===== src/rtl/serial_add_sched_pkg.sv =====
// serial_add_defs: shared definitions for the serial adder scheduler.
//   - state_t       : FSM state encoding (IDLE=00, RUN=01, DONE=10)
//   - DEFAULT_WIDTH : default operand/sum width in bits
package serial_add_defs;

    localparam int DEFAULT_WIDTH = 8;

    typedef enum logic [1:0] {
        IDLE = 2'b00,
        RUN  = 2'b01,
        DONE = 2'b10
    } state_t;

endpackage


===== src/rtl/serial_add_sched_fa_cell.sv =====
// fa_cell: single-bit full adder, purely combinational.
// Ports:
//   x, y   : operand bits
//   cin    : carry in
//   sum    : x ^ y ^ cin
//   carry  : carry out
module fa_cell (
    input  logic x,
    input  logic y,
    input  logic cin,
    output logic sum,
    output logic carry
);

    assign sum   = x ^ y ^ cin;
    assign carry = (x & y) | (cin & (x ^ y));

endmodule


===== src/rtl/serial_add_sched.sv =====
// serial_add_sched: two-requester scheduler in front of a bit-serial adder.
// One request is granted at a time (round-robin on conflict), its operands are
// added LSB-first through a single fa_cell over WIDTH cycles, and the result is
// presented until the consumer accepts it.
//
// Handshake: a transfer happens on a rising edge where valid && ready are both
// high. req_ready is combinational from req_valid and the round-robin pointer
// and is only ever high in IDLE for the one granted requester; res_valid is high
// exactly in DONE and the result fields are held until res_valid && res_ready.
//
// Ports:
//   clk, rst_n      : clock, synchronous active-low reset
//   req_valid[1:0]  : per-requester request valid
//   req_ready[1:0]  : per-requester accept (one-hot or zero)
//   a0, b0, a1, b1  : requester operands
//   req_cin[1:0]    : per-requester carry in
//   res_valid       : result available
//   res_ready       : result consumer accept
//   res_sum         : sum of the granted operation
//   res_cout        : carry out of bit WIDTH-1
//   res_id          : requester that owns the result
//   busy            : FSM not in IDLE
//   dbg_state       : current FSM state encoding
//   dbg_ptr         : round-robin pointer (requester favoured on conflict)
import serial_add_defs::*;

module serial_add_sched #(
    parameter int WIDTH = DEFAULT_WIDTH
) (
    input  logic             clk,
    input  logic             rst_n,
    input  logic [1:0]       req_valid,
    output logic [1:0]       req_ready,
    input  logic [WIDTH-1:0] a0,
    input  logic [WIDTH-1:0] b0,
    input  logic [WIDTH-1:0] a1,
    input  logic [WIDTH-1:0] b1,
    input  logic [1:0]       req_cin,
    output logic             res_valid,
    input  logic             res_ready,
    output logic [WIDTH-1:0] res_sum,
    output logic             res_cout,
    output logic             res_id,
    output logic             busy,
    output logic [1:0]       dbg_state,
    output logic             dbg_ptr
);

    localparam int            CNT_W = (WIDTH > 1) ? $clog2(WIDTH) : 1;
    localparam logic [CNT_W-1:0] LAST_BIT = CNT_W'(WIDTH - 1);

    state_t             r_state;
    state_t             w_state_next;
    logic               r_ptr;
    logic [WIDTH-1:0]   r_a;
    logic [WIDTH-1:0]   r_b;
    logic               r_carry;
    logic [CNT_W-1:0]   r_cnt;
    logic [WIDTH-1:0]   r_sum;
    logic               r_cout;
    logic               r_id;

    logic               w_gnt;
    logic               w_accept;
    logic               w_fa_sum;
    logic               w_fa_carry;
    logic [WIDTH-1:0]   w_sum_shift;

    fa_cell u_fa (
        .x     (r_a[0]),
        .y     (r_b[0]),
        .cin   (r_carry),
        .sum   (w_fa_sum),
        .carry (w_fa_carry)
    );

    // New sum bit enters at the MSB so that after WIDTH shifts the LSB-first
    // result sits in natural bit order.
    always_comb begin
        w_sum_shift            = r_sum >> 1;
        w_sum_shift[WIDTH-1]   = w_fa_sum;
    end

    // Next-state and request-side outputs.
    always_comb begin
        w_state_next = r_state;
        w_accept     = 1'b0;
        req_ready    = 2'b00;
        // Pointer only matters when both requesters compete.
        w_gnt        = (req_valid == 2'b11) ? r_ptr : req_valid[1];
        case (r_state)
            IDLE: begin
                if (rst_n && (req_valid != 2'b00)) begin
                    req_ready[w_gnt] = 1'b1;
                    w_accept         = 1'b1;
                    w_state_next     = RUN;
                end
            end
            RUN: begin
                if (r_cnt == LAST_BIT) begin
                    w_state_next = DONE;
                end
            end
            DONE: begin
                if (res_ready) begin
                    w_state_next = IDLE;
                end
            end
            default: begin
                w_state_next = IDLE;
            end
        endcase
    end

    always_ff @(posedge clk) begin
        if (!rst_n) begin
            r_state <= IDLE;
            r_ptr   <= 1'b0;
            r_a     <= '0;
            r_b     <= '0;
            r_carry <= 1'b0;
            r_cnt   <= '0;
            r_sum   <= '0;
            r_cout  <= 1'b0;
            r_id    <= 1'b0;
        end else begin
            r_state <= w_state_next;
            case (r_state)
                IDLE: begin
                    if (w_accept) begin
                        r_a     <= w_gnt ? a1 : a0;
                        r_b     <= w_gnt ? b1 : b0;
                        r_carry <= req_cin[w_gnt];
                        r_id    <= w_gnt;
                        r_cnt   <= '0;
                        r_ptr   <= ~w_gnt;
                    end
                end
                RUN: begin
                    r_a     <= r_a >> 1;
                    r_b     <= r_b >> 1;
                    r_carry <= w_fa_carry;
                    r_sum   <= w_sum_shift;
                    r_cnt   <= r_cnt + CNT_W'(1);
                    if (r_cnt == LAST_BIT) begin
                        r_cout <= w_fa_carry;
                    end
                end
                default: begin
                end
            endcase
        end
    end

    assign res_valid = (r_state == DONE);
    assign busy      = (r_state != IDLE);
    assign res_sum   = r_sum;
    assign res_cout  = r_cout;
    assign res_id    = r_id;
    assign dbg_state = r_state;
    assign dbg_ptr   = r_ptr;

endmodule


===== config.mk =====
export PLATFORM = sky130hd
export DESIGN_NAME = serial_add_sched
export DESIGN_NICKNAME = d
export VERILOG_FILES = /design/src/rtl/serial_add_sched_pkg.sv /design/src/rtl/serial_add_sched_fa_cell.sv /design/src/rtl/serial_add_sched.sv
export SDC_FILE = /design/constraint.sdc
export NUM_CORES = 1
export LEC_CHECK = 0
export ABC_AREA = 0
export ABC_CLOCK_PERIOD_IN_PS = 1200
export CORE_MARGIN = 5
export CORE_UTILIZATION = 25
export CTS_CLUSTER_SIZE = 40
export DETAILED_ROUTE_END_ITERATION = 16
export PLACE_DENSITY = 0.56
export RECOVER_POWER = 50
export SLEW_MARGIN = 10
export SYNTH_ARGS = -nofsm -noshare
export SYNTH_HDL_FRONTEND = slang
export SYNTH_SLANG_ARGS = --single-unit

===== constraint.sdc =====
create_clock -name clk -period 1.2 [get_ports clk]
set_input_delay 0.18 -clock clk [delete_from_list [all_inputs] [get_ports clk]]
set_output_delay 0.18 -clock clk [all_outputs]
set_load 0.01 [all_outputs]

# --- Yosys cells after proc, flatten, opt, wreduce, memory -nomap -nowiden ---
# Index checks and enable logic that the tools add are counted.
totals:
  inputBits: 39
  register_bits: 33
classes:
  bitwise_logic: 6
  reduce_logical: 10
  add_sub_neg: 1
  magnitude_cmp: 2
  muxes: 23
  eq_ne: 8
ops:
  columns: ["cell", "count"]
  rows:
  - ["8-bit 2-to-1 mux", 4]
  - ["8-bit case mux with 2 select lines", 2]
  - ["2-bit 2-to-1 mux", 5]
  - ["1-bit 2-to-1 mux", 7]
  - ["2-bit inequality test (second input constant)", 3]
  - ["2-bit case mux with 3 select lines", 1]
  - ["3-bit case mux with 2 select lines", 1]
  - ["2-bit AND reduction", 3]
  - ["2-bit nonzero test", 3]
  - ["2-bit == test (second input constant)", 2]
  - ["3-bit by 1-bit adder with 3-bit output (second input constant)", 1]
  - ["3-bit == test (second input constant)", 1]
  - ["3-bit 2-to-1 mux", 1]
  - ["3-bit AND reduction", 1]
  - ["1-bit AND", 2]
  - ["2-bit by 1-bit == test with 1-bit output (second input constant)", 1]
  - ["1-bit logical AND", 2]
  - ["2-bit logical NOT", 1]
  - ["1-bit by 2-bit less-than comparator with 1-bit output (second input constant)", 1]
  - ["2-bit by 1-bit inequality test with 1-bit output (second input constant)", 1]
  - ["1-bit case mux with 2 select lines", 1]
  - ["1-bit bitwise XOR", 2]
  - ["1-bit demux with 1-bit select", 1]
  - ["1-bit greater-or-equal comparator (second input constant)", 1]
  - ["2 further kinds", 2]

# --- Longest topological paths before layout ---
# Gate-level depths: netlist (run 1).
depth:
  depth_word: 8
  depth_mapped: 6
  depth_no_buf: 5

# --- Cells and area by module ---
# Synthesis (run 1) repeated with hierarchy kept, for this count alone.
hier_totals:
  cells_unflattened: 206
  hier_area_um2: 1858.0
modules_own_cells:
  columns: ["module", "n_inst", "area_each_um2", "cells_each"]
  rows:
  - ["serial_add_sched", 1, 1838.0, 205]
  - ["fa_cell", 1, 20.0, 1]

# --- Least setup slack after synthesis (run 1) ---
# OpenSTA, ideal clock, no wires.
synth_timing:
  path_kind: "flip-flop to output port"
  startpoint: "register r_ptr (netlist: dbg_ptr)"
  endpoint: "output port req_ready[1]"
  stages_incl_launch_ff: 5
  required_time_ps: 1020
  setup_slack_ps: -107
  arrival_ps: 1127
  n_path_buf: 1
  path_cell_list: "dfxtp_1 > nand2b_2 > nand2_2 > buf_6 > nor3_1"
synth_between:
  elab_chain_len: 7
  word_cells_on_any_way: 8
  classes_between: "2 x order compare; 5 x mux; 1 x reduce/logical"
synth_lines:
  columns: ["item", "line", "rtl"]
  rows:
  - ["start, declared", "serial_add_sched.sv:54", "logic r_ptr;"]
  - ["start signal, assigned", "serial_add_sched.sv:136", "r_ptr <= ~w_gnt;"]
  - ["1-bit 2-to-1 mux (*)", "serial_add_sched.sv:90", "w_gnt = (req_valid == 2'b11) ? r_ptr : req_valid[1];"]
  - ["1-bit by 2-bit less-than comparator with 1-bit output (not written as such) / 1-bit greater-or-equal comparator (equally long branches)", "serial_add_sched.sv:94", "req_ready[w_gnt] = 1'b1;"]
  - ["1-bit logical AND (not written as such)", "serial_add_sched.sv:94", null]
  - ["1-bit 2-to-1 mux (not written as such)", "serial_add_sched.sv:94", null]
  - ["1-bit demux with 1-bit select (*)", "serial_add_sched.sv:94", null]
  - ["2-bit 2-to-1 mux (*)", "serial_add_sched.sv:93", "if (rst_n && (req_valid != 2'b00)) begin"]
  - ["2-bit 2-to-1 mux (*)", "serial_add_sched.sv:91", "case (r_state)"]
  - ["end, declared", "serial_add_sched.sv:33", "output logic [1:0] req_ready,"]
# Mark *: on every way between the ends. The rest lies on a longest branch, timed or not.

# --- Worst setup path after layout (run 1) ---
layout_timing:
  startpoint: "register r_state[1] (netlist: dbg_state[1])"
  endpoint: "output port req_ready[0]"
layout_between:
  elab_chain_len: 2
layout_lines:
  columns: ["item", "line", "rtl"]
  rows:
  - ["start, declared", "serial_add_sched.sv:52", "state_t r_state;"]
  - ["start signal, assigned", "serial_add_sched.sv:127", "r_state <= w_state_next;"]
  - ["2-bit logical NOT", "serial_add_sched.sv:91", null]
  - ["2-bit 2-to-1 mux", "serial_add_sched.sv:91", null]
# No other way between the ends.

==> flow_summary.toml, run 1 <==
[power_and_ir_drop]
p_leak_nw = 1.10
comb_power_share_pct = 22.6
proportion_of_power_drawn_by_the_clock_network_pct = 30.7
total_power_per_unit_cell_area_nw_per_um2 = 991
total_switching_power_w = 0.000687
swShare_pct = 26.7
internal_power_w = 0.00189
ir_drop_uv = 554
seq_power_share_pct = 46.6

[placement]
portBuffers = 55
finalWeightedCongestion = 0.680
dp.final_hpwl_um = 3020
dp_cells = 298

[outcome]
failed_checks = "negative setup slack"
status = "finished, violations left"

[routing]
tritonroute_pass_1_iters = 4
route.antenna.remaining_nets = 0
vias_per_cell = 4.74
1st_iter_drt_viols = 107
routed_wire_length_per_instance_um = 14.8
wirelength_um = 4690
post-route-drc-count = 0
num_vias = 1508

[finish]
seqCellArea_sq_um = 667
fin_util_pct = 44.4
layout-area-overhead-vs-synth_pct = 74.9
layout.filler_cells = 600
n_antenna_cell = 0
design.final.nets = 285
multi_input_comb_area_sq_um = 936
layoutNonFillerInstCount = 318
drive_gt1_share_pct = 33.7

[synth]
synthCells = 160
postSynthNetCount = 202
synth_top_cells_by_area = "sky130_fd_sc_hd__dfxtp_1, sky130_fd_sc_hd__mux2i_1, sky130_fd_sc_hd__a32oi_1"
netlist_area_sq_um = 1490
synth.yosys.warnings = 0
synth_area_leader_cell = "sky130_fd_sc_hd__dfxtp_1"
synth_edf_count = 0
netlist.area_leader.share_pct = 44.5
postSynth.asyncResetShare_pct = 0
yosysSeqAreaShare_pct = 44.5
synth_area_per_cell_sq_um = 9.28
netlist_top_cells_count = "sky130_fd_sc_hd__dfxtp_1, sky130_fd_sc_hd__nand2_1, sky130_fd_sc_hd__a32oi_1, sky130_fd_sc_hd__mux2i_1"
ys_ff_latch = 33
postSynth.topFlopCell = "sky130_fd_sc_hd__dfxtp_1"
ys_types = 36
synth_most_common_cell = "sky130_fd_sc_hd__dfxtp_1"

[run]
max_cap_violations = 0

[sta]
setup_viol = 20
worst_slew_pin_slew_ns = 0.318
post_layout_minimum_cycle_time_ns = 1.29
grt_setup_unrepaired = "yes"
fmaxAchievable_mhz = 776
fin_crit_sh_pct = 107
finalClockSkew_ns = 0.00743
report.final.slew_viol_count = 0
number_of_hold_slack_violations_in_the_final_timing_report = 0
worst_slack_ns = -0.0889
worst_slew_margin_rel_pct = 78.8

[clock_network]
cts_tree = "built"
root_buffer = "sky130_fd_sc_hd__clkbuf_8"
cts_max_level = 2
clock_transition_at_the_registers_of_the_reported_paths_ns = 0.07
cts_hold_repair.buffers = 0
cts_buffer_depth = 2
clk_latency_ns = 0.29
cts_made_buffers = 5
cts.sink_count = 33

[global_route]
grt_pass1_vias = 1517
grt_antenna_before_repair = 0
grt_pass1_wl_um = 7410
global_route_usage_over_all_layers_pct = 12.4
grt_start_max_net_pins = 21
grt_remaining_overflow = 0

[worst_setup_path]
worst_path_maximum_fanout = 3
path_class = "reg2out"
crit_path_start_kind = "register"
critical_path_arrival_ns = 1.11
crit_path_end_kind = "primary output"
worstPathRequired_ns = 1.02

[worst_hold_path]
worst_hold_path_type = "in2reg"

[floorplanning]
core-area_sq_um = 5850
num_rows = 28
floorplan.initialDensity_pct = 25.4
top_level_pins = 56
design.die.area_sq_um = 7580
die_h_um = 87.1
chipWidth_um = 87.1
[placed cells by master, fill, tap and decap left out, types with 2 or more instances in the layout]
master	n
sky130_fd_sc_hd__nor2_4	2
sky130_fd_sc_hd__nand4_1	2
sky130_fd_sc_hd__nand2b_4	2
sky130_fd_sc_hd__clkbuf_2	2
sky130_fd_sc_hd__nor2_1	5
sky130_fd_sc_hd__buf_6	16
sky130_fd_sc_hd__clkdlybuf4s50_1	35
sky130_fd_sc_hd__or2_4	4
sky130_fd_sc_hd__clkbuf_8	5
sky130_fd_sc_hd__dfxtp_1	30
sky130_fd_sc_hd__a22oi_2	3
sky130_fd_sc_hd__clkinv_2	2
sky130_fd_sc_hd__a21oi_2	5
sky130_fd_sc_hd__nand2_1	17
sky130_fd_sc_hd__o21ai_1	14
sky130_fd_sc_hd__ha_1	2
sky130_fd_sc_hd__nand3_1	2
sky130_fd_sc_hd__nand3_2	4
sky130_fd_sc_hd__dlygate4sd2_1	12
sky130_fd_sc_hd__buf_4	11
sky130_fd_sc_hd__nand2_2	4
sky130_fd_sc_hd__nor3_4	2
sky130_fd_sc_hd__a21oi_1	7
sky130_fd_sc_hd__mux2i_2	3
sky130_fd_sc_hd__a32oi_1	13
sky130_fd_sc_hd__buf_2	3
sky130_fd_sc_hd__mux2i_1	11
sky130_fd_sc_hd__dfxtp_2	2
[path summary, 6_finish.rpt]
kind	cells after the start	to	startpoint	slack, ns
worst max-delay path	3	req_ready[0]	dbg_state[1]	-0.09
worst max register to register	5	r_a[4]	dbg_state[1]	-0.04
worst min register to register	2	res_sum[0]	res_sum[0]	0.46
worst min-delay path	4	r_a[7]	rst_n	0.42
[through the flow]
step / instance area, sq um / hold WS, ns / worst slack (ns) / power (W) / TNS [ns]
5_1_grt: 2600 / 0.428 / -0.157 / 0.00271 / -2.09
4_1_cts: 2470 / 0.426 / -0.116 / 0.00255 / -0.508
6_report: 2600 / 0.418 / -0.0889 / 0.00257 / -0.623
3_5_place_dp: 2210 / 0.452 / -0.560 / 0.00168 / -13.79
2_1_floorplan: 1500 / 0.296 / 0.00403 / 0.00142 / 0
3_3_place_gp: 2210 / 0.442 / -0.537 / 0.00167 / -13.44
[state kept, by name, summed over array words and instances (netlist names)]
name	count
r_a	8
r_b	8
res_sum	8
r_cnt	3
dbg_state	2
dbg_ptr	1
r_carry	1
res_cout	1
res_id	1
[layout make-up]
| class | instances | share of cell area [%] |
|---|---|---|
| clock buffers | 6 | 2.79 |
| clock inverters | 1 | 0.193 |
| inverters | 2 | 0.337 |
| multi-input cells | 118 | 36.0 |
| flip-flops and latches | 33 | 25.7 |
| well taps | 75 | 3.61 |
| repair buffers | 83 | 31.4 |
[what timing repair did]
action / in CTS / in global routing
setup buffers: 4 / 4
setup endpoints to repair: 39 / 35
resized for setup: 82 / 30
cloned: 4 / 1
pin swaps: 19 / 18
[layer usage]
layer  part of all wire [%]  vias up  track usage, %
met2                     49       39            20.1
met3                    4.8        7            3.50
met5                      0        -               0
met4                    1.5        0            3.54
li1                       -      761               -
met1                     44      701            16.0
[power groups by stage]
stage	sequential, W	clock, W	combinational, W
after global placement	0.00122	0	0.000451
after CTS	0.00120	0.000807	0.000545
after global routing	0.00121	0.000872	0.000627
after floorplan	0.00122	0	0.000203
after detailed placement	0.00122	0	0.000456
final	0.00120	0.000791	0.000583
[cells by family after synthesis]
logic type / synth area share (%)
adder cells (fa/ha/maj): 3.03
multiplexers: 9.44
flip-flops: 44.5
AND/OR/NAND/NOR: 16.1
buffers and inverters: 5.31
AO/OA/AOI/OAI: 21.7
[worst max-delay path, stage by stage, from the launching register on]
cell and delay (ns):
sky130_fd_sc_hd__dfxtp_2 0.34, sky130_fd_sc_hd__nor2_4 0.14, sky130_fd_sc_hd__and4_1 0.22, sky130_fd_sc_hd__buf_2 0.14
Power figures use the tool's default switching activity.
==> run 2, diff against run 1 <==
--- a/config.mk
+++ b/config.mk
@@ -7,7 +7,6 @@
 export LEC_CHECK = 0
 export ABC_AREA = 0
 export ABC_CLOCK_PERIOD_IN_PS = 1200
-export CORE_MARGIN = 5
 export CORE_UTILIZATION = 25
 export CTS_CLUSTER_SIZE = 40
 export DETAILED_ROUTE_END_ITERATION = 16
==> run 2 against run 1 <==
Net effect:
- the run still ends with negative setup slack left
- setup slack worse by 0.042 ns
- routed wire length is 10% lower
- first-iteration DRC count is 20% lower
- worst hold slack better by 0.047 ns
- combinational power is 7.0% lower
- critical endpoint is now req_ready[1]
==> flow_summary.toml, run 2 (synthesis gave the netlist of run 1 again) <==
[finish]
layoutNonFillerInstCount = 313
design.final.nets = 283
layout.cells.most_common_list = "sky130_fd_sc_hd__clkdlybuf4s50_1, sky130_fd_sc_hd__dfxtp_1, sky130_fd_sc_hd__nand2_1"
mostFrequentLayoutCell = "sky130_fd_sc_hd__clkdlybuf4s50_1"
layout-area-overhead-vs-synth_pct = 70.1
fin_util_pct = 45.0
drive_gt1_share_pct = 27.8
final_area_sq_um = 2530
n_antenna_cell = 0

[global_route]
grt_pass1_vias = 1362
grt_remaining_overflow = 0
grt_antenna_before_repair = 0
grt_pass1_wl_um = 6840
global_route_usage_over_all_layers_pct = 13.9
grt_start_max_net_pins = 20

[clock_network]
clock_transition_at_the_registers_of_the_reported_paths_ns = 0.07
cts_buffer_depth = 2
cts_max_level = 2
cts_tree = "built"
cts.sink_count = 33
clk_latency_ns = 0.28
root_buffer = "sky130_fd_sc_hd__clkbuf_8"
cts_made_buffers = 5

[sta]
totalNegativeSetupSlack_ns = -0.548
worst_slew_margin_rel_pct = 84.0
post_layout_minimum_cycle_time_ns = 1.33
setup_viol = 16
worst_slack_ns = -0.131
fmaxAchievable_mhz = 751
number_of_hold_slack_violations_in_the_final_timing_report = 0
finalClockSkew_ns = 0.00445
worst_slew_pin_slew_ns = 0.238
report.final.slew_viol_count = 0
fin_crit_sh_pct = 111
grt_setup_unrepaired = "yes"

[worst_setup_path]
path_class = "reg2out"
reg2reg_to = "r_a[6]"
crit_path_end_kind = "primary output"
worst_r2r_path_depth = 7
reg2reg_from = "dbg_state[0]"
crit_path_start_kind = "register"
critical_path_arrival_ns = 1.15
worstPathRequired_ns = 1.02
worst_path_maximum_fanout = 2
setup_slack_on_the_worst_flop_to_flop_path_ns = -0.03

[floorplanning]
num_rows = 27
design.die.area_sq_um = 6250
floorplan.initialDensity_pct = 26.5
top_level_pins = 56
die_h_um = 79.1
core-area_sq_um = 5610
chipWidth_um = 79.1

[power_and_ir_drop]
ir_drop_uv = 446
p_leak_nw = 1.09
total_power_per_unit_cell_area_nw_per_um2 = 1020

[routing]
wirelength_um = 4210
routed_wire_length_per_instance_um = 13.4
route.antenna.remaining_nets = 0
tritonroute_pass_1_iters = 4
1st_iter_drt_viols = 86
num_vias = 1464
vias_per_cell = 4.68
post-route-drc-count = 0

[placement]
dp.final_hpwl_um = 2820
finalWeightedCongestion = 0.765
dp_cells = 296
portBuffers = 55
postPlaceCellArea_sq_um = 2210

[run]
max_cap_violations = 0

[worst_hold_path]
hp-start = "res_sum[0]"
whs_path_depth = 2
worst_hold_path_type = "reg2reg"
timing.hold.worst_endpoint = "res_sum[0]"

[outcome]
status = "finished, violations left"
failed_checks = "negative setup slack"
==> run 2: cell count changes in the layout (fill, tap and decap cells not counted), moves of 3 or more <==
| cell | previous run | this run |
|---|---|---|
| sky130_fd_sc_hd__buf_6 | 16 | 8 |
| sky130_fd_sc_hd__a21oi_1 | 7 | 12 |
| sky130_fd_sc_hd__a32oi_1 | 13 | 10 |
| sky130_fd_sc_hd__a32oi_2 | 1 | 4 |
| sky130_fd_sc_hd__a21oi_2 | 5 | 0 |
| sky130_fd_sc_hd__nand2_1 | 17 | 22 |
| sky130_fd_sc_hd__nand2_2 | 4 | 0 |
| sky130_fd_sc_hd__buf_4 | 11 | 16 |
==> run 2: timing repair <==
| action | 4_1_cts | 5_1_grt |
|---|---|---|
| pin swaps | 13 | 19 |
| hold buffers | 0 | 0 |
| cloned | 3 | 1 |
| buffers inserted | 3 | 5 |
| endpoints found under the hold margin | 0 | 0 |
| gates resized for setup | 73 | 17 |
| endpoints found under the setup margin | 38 | 29 |
==> run 2: cell type report <==
type                    instances  area (sq um)
clock buffers                   7          86.3
well taps                      72          90.1
fillers                       562          3080
repair buffers                 81           778
multi-input cells             118           897
inverters                       2          7.51
flip-flops and latches         33           667
==> run 2: report_power, final <==
part | internal, W | switching (W) | total [W]
Combinational | 0.000313 | 0.000229 | 0.000542
Sequential | 0.00116 | 0.0000425 | 0.00120
Clock | 0.000455 | 0.000372 | 0.000826
Total | 0.00193 | 0.000643 | 0.00257
==> run 2: worst max-delay path, stage by stage (launching register included) <==
cell and delay (ns):
sky130_fd_sc_hd__dfxtp_2 0.33, sky130_fd_sc_hd__nand2b_4 0.13, sky130_fd_sc_hd__nand2_4 0.07, sky130_fd_sc_hd__nor3_4 0.19, sky130_fd_sc_hd__buf_2 0.16
==> run 2: worst max path at each step <==
stage                    to  slack (ns)    start
2_1_floorplan        r_a[1]       0.004  dbg_ptr
3_5_place_dp   req_ready[1]       -0.57    rst_n
4_1_cts        req_ready[1]       -0.17  dbg_ptr
6_report       req_ready[1]       -0.13  dbg_ptr
3_3_place_gp   req_ready[1]       -0.57    rst_n
5_1_grt        req_ready[1]       -0.19  dbg_ptr
==> run 2: stage by stage <==
step	worst slack [ns]	total power, W	hold WS [ns]
floorplan	0.00403	0.00142	0.296
global placement	-0.570	0.00167	0.443
detailed placement	-0.571	0.00167	0.452
CTS	-0.168	0.00255	0.465
global route	-0.190	0.00272	0.485
finish	-0.131	0.00257	0.465
==> run 2: routing by layer <==
layer / vias to the layer above / part of all wire, % / GRT usage [%]
met3: 4 / 4.5 / 2.53
met4: 0 / 1.0 / 4.91
met1: 674 / 45 / 19.1
met2: 33 / 49 / 21.5
met5: - / 0 / 0
li1: 753 / - / -
